File: src/rtl/debounce_pkg.sv
// Shared constants and helpers for the switch debouncer channels.
// Provides stable-count presets, the counter-width helper and the channel state type.
package debounce_pkg;

    localparam int DEB_STABLE_SIM   = 4;
    localparam int DEB_STABLE_BOARD = 1_000_000;

    typedef enum logic {
        ST_STABLE  = 1'b0,
        ST_PENDING = 1'b1
    } deb_state_t;

    // Width needed to hold 0..stable_cycles, never less than one bit.
    function automatic int cnt_width(input int stable_cycles);
        int w;
        w = $clog2(stable_cycles + 1);
        return (w < 1) ? 1 : w;
    endfunction

endpackage

File: src/rtl/debounce_channel.sv
// One switch channel: 2-flop synchronizer, stability counter and registered
// level/edge outputs. The state is implicit: pending whenever s2 differs from dout.
module debounce_channel
    import debounce_pkg::*;
#(
    parameter int STABLE_CYCLES = DEB_STABLE_SIM
) (
    input  logic clk,
    input  logic rst,
    input  logic din,
    output logic dout,
    output logic rise,
    output logic fall
);

    localparam int             CW       = cnt_width(STABLE_CYCLES);
    localparam logic [CW-1:0]  CNT_LAST = CW'(STABLE_CYCLES - 1);

    logic          s1;
    logic          s2;
    logic [CW-1:0] cnt;
    deb_state_t    state;

    // Deriving the state from s2 vs dout lets the count start on the same edge
    // the new level first appears in s2, which keeps latency at STABLE_CYCLES+2.
    assign state = (s2 != dout) ? ST_PENDING : ST_STABLE;

    always_ff @(posedge clk) begin
        if (rst) begin
            s1   <= 1'b0;
            s2   <= 1'b0;
            cnt  <= '0;
            dout <= 1'b0;
            rise <= 1'b0;
            fall <= 1'b0;
        end else begin
            // NOTE: non-blocking assignments so every flop samples pre-edge values;
            // blocking here would collapse the two synchronizer stages into one.
            s1   <= din;
            s2   <= s1;
            rise <= 1'b0;
            fall <= 1'b0;
            case (state)
                ST_STABLE: cnt <= '0;
                ST_PENDING: begin
                    if (cnt == CNT_LAST) begin
                        dout <= s2;
                        cnt  <= '0;
                        rise <= s2;
                        fall <= ~s2;
                    end else begin
                        cnt <= cnt + CW'(1);
                    end
                end
                default: cnt <= '0;
            endcase
        end
    end

endmodule

File: src/rtl/switch_debouncer.sv
// Multi-channel switch synchronizer/debouncer: one independent
// debounce_channel per input bit, no shared state.
module switch_debouncer
    import debounce_pkg::*;
#(
    parameter int WIDTH         = 2,
    parameter int STABLE_CYCLES = DEB_STABLE_SIM
) (
    input  logic             clk,
    input  logic             rst,
    input  logic [WIDTH-1:0] sw_in,
    output logic [WIDTH-1:0] sw_out,
    output logic [WIDTH-1:0] rise,
    output logic [WIDTH-1:0] fall
);

    for (genvar i = 0; i < WIDTH; i++) begin : g_ch
        debounce_channel #(
            .STABLE_CYCLES(STABLE_CYCLES)
        ) u_ch (
            .clk  (clk),
            .rst  (rst),
            .din  (sw_in[i]),
            .dout (sw_out[i]),
            .rise (rise[i]),
            .fall (fall[i])
        );
    end

endmodule

File: config.mk
export PLATFORM = sky130hd
export DESIGN_NAME = switch_debouncer
export DESIGN_NICKNAME = d
export VERILOG_FILES = /design/src/rtl/debounce_pkg.sv /design/src/rtl/debounce_channel.sv /design/src/rtl/switch_debouncer.sv
export SDC_FILE = /design/constraint.sdc
export NUM_CORES = 1
export LEC_CHECK = 0
export CAP_MARGIN = 20
export CORE_MARGIN = 1
export CORE_UTILIZATION = 40
export DETAILED_ROUTE_END_ITERATION = 8
export MAX_ROUTING_LAYER = met4
export SYNTH_ARGS = -nofsm -noshare
export SYNTH_HDL_FRONTEND = slang
export SYNTH_HIERARCHICAL = 1
export SYNTH_SLANG_ARGS = --single-unit
File: constraint.sdc
create_clock -name clk -period 1.4 [get_ports clk]
set_input_delay 0.42 -clock clk [delete_from_list [all_inputs] [get_ports clk]]
set_output_delay 0.42 -clock clk [all_outputs]
set_load 0.005 [all_outputs]
==> run_results.csv <==
group,metric,value,unit
pwr,seqPwrFrac,0.650,
route,wirelength,769,um
floorplan,ios,10,
logic_synthesis,yosys.cell_count.top_type,"dfxtp_1",
critical_path,critical-path-max-stage-delay,0.32,ns
pwr,combinationalPowerShare,0.042,
finish,drive_above_1_share,0.259,
logic_synthesis,synth_commonest_cells,"dfxtp_1, and4bb_2, ha_1, nor2b_1, nor4_1",
logic_synthesis,synth_compound_area_frac,0,
sta,rsz0062_at_grt,"no",
job,cap_viol_max_count,0,
sta,maxSlewHeadroom,0.798,
pwr,power_switching,0.000136,W
logic_synthesis,synth_area,553,sq um
placed_design,finalWeightedCongestion,0.612,
run_status,status,"completed",
route,avgRoutedWirePerCell,10.5,um
critical_path,cp.arrival,0.84,ns
route,drtAntennaViolNets,0,
critical_path,start_kind,"flop",
route,vias,348,
finish,n_antenna_cell,0,
logic_synthesis,syn-num-nets,50,
clocking,root_buffer,"clkbuf_4",
logic_synthesis,synth_edf_count,0,
pwr,leakagePower,0.298,nW
grt,grt_pass1_vias,330,
pwr,irDropWorstVdd,0.567,mV
sta,final_hold_viol_count,0,
min_path,holdCritPathClass,"reg -> reg",
logic_synthesis,avgSynthCellArea,13.2,sq um
critical_path,timing_worst_setup_path_type,"reg -> out",
grt,gr-total-overflow,0,
critical_path,crit_path_top_delay_cell,"dfxtp_2",
pwr,p_sw_frac,0.190,
logic_synthesis,synth-adder-area-share,0.0905,
clocking,clkSinkCount,16,
min_path,holdPathEnd,"g_ch[0].u_ch/cnt[0]",
clocking,clockBufferDepth,2,
logic_synthesis,synthArstFlopShare,0,
finish,fillers,118,
logic_synthesis,synth_top_family_by_area,"simple AND/OR/NAND/NOR gates",
grt,antenna_found_initial,0,
finish,fin_util,0.545,
grt,grt_pass1_wl,1.19,mm
floorplan,die_h,39.2,um
placed_design,post-place-ws,-0.0205,ns
logic_synthesis,synthXorXnorAreaFrac,0.0317,
critical_path,end_kind,"output pin",
floorplan,start_util,0.425,
sta,min_period,1.26,ns
critical_path,cp_max_fo,2,
finish,nets,68,
sta,layout_setup_ws,0.137,ns
sta,post-route-period-util,0.902,
floorplan,dieArea,1540,sq um
critical_path,rr_worst_depth,3,
logic_synthesis,yosysWarnings,6,
floorplan,die_w,39.2,um
sta,clock_skew,0.000287,ns
route,vias_per_cell,4.77,
sta,final.setup.tns,0,ns
logic_synthesis,yosysTopAreaCell,"dfxtp_1",
logic_synthesis,ys_ff_latch,16,
logic_synthesis,synth.area.mux_share,0.0362,
clocking,cts.clk_slew.worst_paths,0.08,ns
pwr,p_int,0.000579,W
logic_synthesis,synth_cell_type_count,10,
floorplan,fp-row-count,13,
route,first_pass_iters,2,
pwr,clock_power_share,0.308,
logic_synthesis,ys_seq_area_frac,0.579,
min_path,hold_start,"g_ch[0].u_ch/cnt[0]",
critical_path,cp_top_family,"flip-flops",
placed_design,hpwl,592,um
grt,grt_max_degree,10,
logic_synthesis,synth-simple-area-share,0.249,
logic_synthesis,synth_ff_type,"dfxtp_1",
critical_path,regToRegSetupSlack,0.25,ns
sta,whs,0.434,ns
finish,syn_to_final_growth,28.3,%
min_path,whs_path_depth,1,
floorplan,coreArea,1300,sq um
critical_path,path_cells,"dlygate4sd2_1",
placed_design,port_buffers,9,
sta,drv_slew,0,
clocking,htreeDepth,1,
sta,worst_pin_slew,0.301,ns
logic_synthesis,synth.area.top_cells,"dfxtp_1, and4bb_2, ha_1, nor4b_2, nor2b_1",
logic_synthesis,synth_top_area_frac,0.579,
clocking,worstSkewPairLatency,0.27,ns
logic_synthesis,synthCells,42,
critical_path,timing.rr.start,"g_ch[0].u_ch/cnt[0]",
critical_path,critPathRequiredTime,0.98,ns
critical_path,cp_num_buf_inv,1,
pwr,p_per_area,1010,nW/um^2
critical_path,r2r-end,"g_ch[0].u_ch/cnt[1]",
sta,max_freq,792,MHz
route,drc,0,
clocking,tritoncts,"built",
route,initialDrtViolationCount,5,
clocking,cts_buffers,3,
grt,track_usage,0.118,
sta,setup_violations,0,
stage by stage:
stage / power, W / std cells / cell area [sq um]
floorplan: 0.000486 / 42 / 553
global placement: 0.000505 / 68 / 677
detailed placement: 0.000507 / 68 / 677
CTS: 0.000724 / 73 / 709
global route: 0.000748 / 73 / 709
finish: 0.000716 / 73 / 709
power by group through the flow:
stage / logic (W) / registers [W] / clock network (W)
2_1_floorplan: 0.0000107 / 0.000475 / 0
3_3_place_gp: 0.0000290 / 0.000476 / 0
3_5_place_dp: 0.0000305 / 0.000476 / 0
4_1_cts: 0.0000306 / 0.000466 / 0.000228
5_1_grt: 0.0000330 / 0.000466 / 0.000249
6_report: 0.0000299 / 0.000465 / 0.000220
logic make-up (layout without fill, tap and decap cells):
group                      Yosys count  after routing
and+or+nand+nor                     16             16
muxes                                2              2
xor gates and xnor gates             2              2
DFF                                 16             16
adders and majority gates            4              4
buffers and inverters                2             18
registers in the layout, summed over array words and instances (netlist names):
register and flops:
g_ch.u_ch/cnt 6, g_ch.u_ch/dout 2, g_ch.u_ch/s2 2, g_ch.u_ch/s1 2
g_ch.u_ch/fall 2, g_ch.u_ch/rise 2
worst register-to-register path: cells and delay by family, from the launching register on:
kind                       cells  cell delay (ns)
DFF                            1             0.32
adders and majority gates      2             0.46
and+or+nand+nor                1             0.29
layout by cell type (no fill, tap or decap):
master / instances
and4bb_2: 4
buf_4: 4
clkbuf_4: 3
clkdlybuf4s50_1: 3
dfxtp_1: 14
dfxtp_2: 2
dlygate4sd2_1: 6
ha_1: 4
inv_1: 2
mux2i_1: 2
nor2_1: 2
nor2b_1: 4
nor4_1: 4
nor4b_2: 2
xnor2_1: 2
layout make-up:
cell class                 count  area (sq um)  share of cell area
sequential                    16           323               0.455
multi-input combinational     24           225               0.317
timing repair buffer          13           113               0.159
clock buffer                   3          22.5              0.0317
tap                           15          18.8              0.0265
inverter                       2          7.51              0.0106
layer usage:
layer,track usage,wire length (um)
met4,0.0259,0
met5,-,0
met1,0.144,377
met2,0.179,370
met3,0.0520,20
how the worst max path moves through the flow:
stage,from,end,slack [ns],depth (start not counted)
final,g_ch[1].u_ch/dout,sw_out[1],0.14,1
after global routing,g_ch[1].u_ch/dout,sw_out[1],0.1,1
after CTS,g_ch[1].u_ch/dout,sw_out[1],0.12,1
after detailed placement,rst,g_ch[1].u_ch/fall,-0.02,3
after global placement,rst,g_ch[1].u_ch/fall,0.003,3
after floorplan,g_ch[0].u_ch/cnt[0],g_ch[0].u_ch/fall,0.34,3
what timing repair did:
action	4_1_cts	5_1_grt
buffers inserted	2	0
endpoints found under the setup margin	6	0
hold buffers	0	0
gates resized for setup	8	0
(Power assumes the default switching activity.)
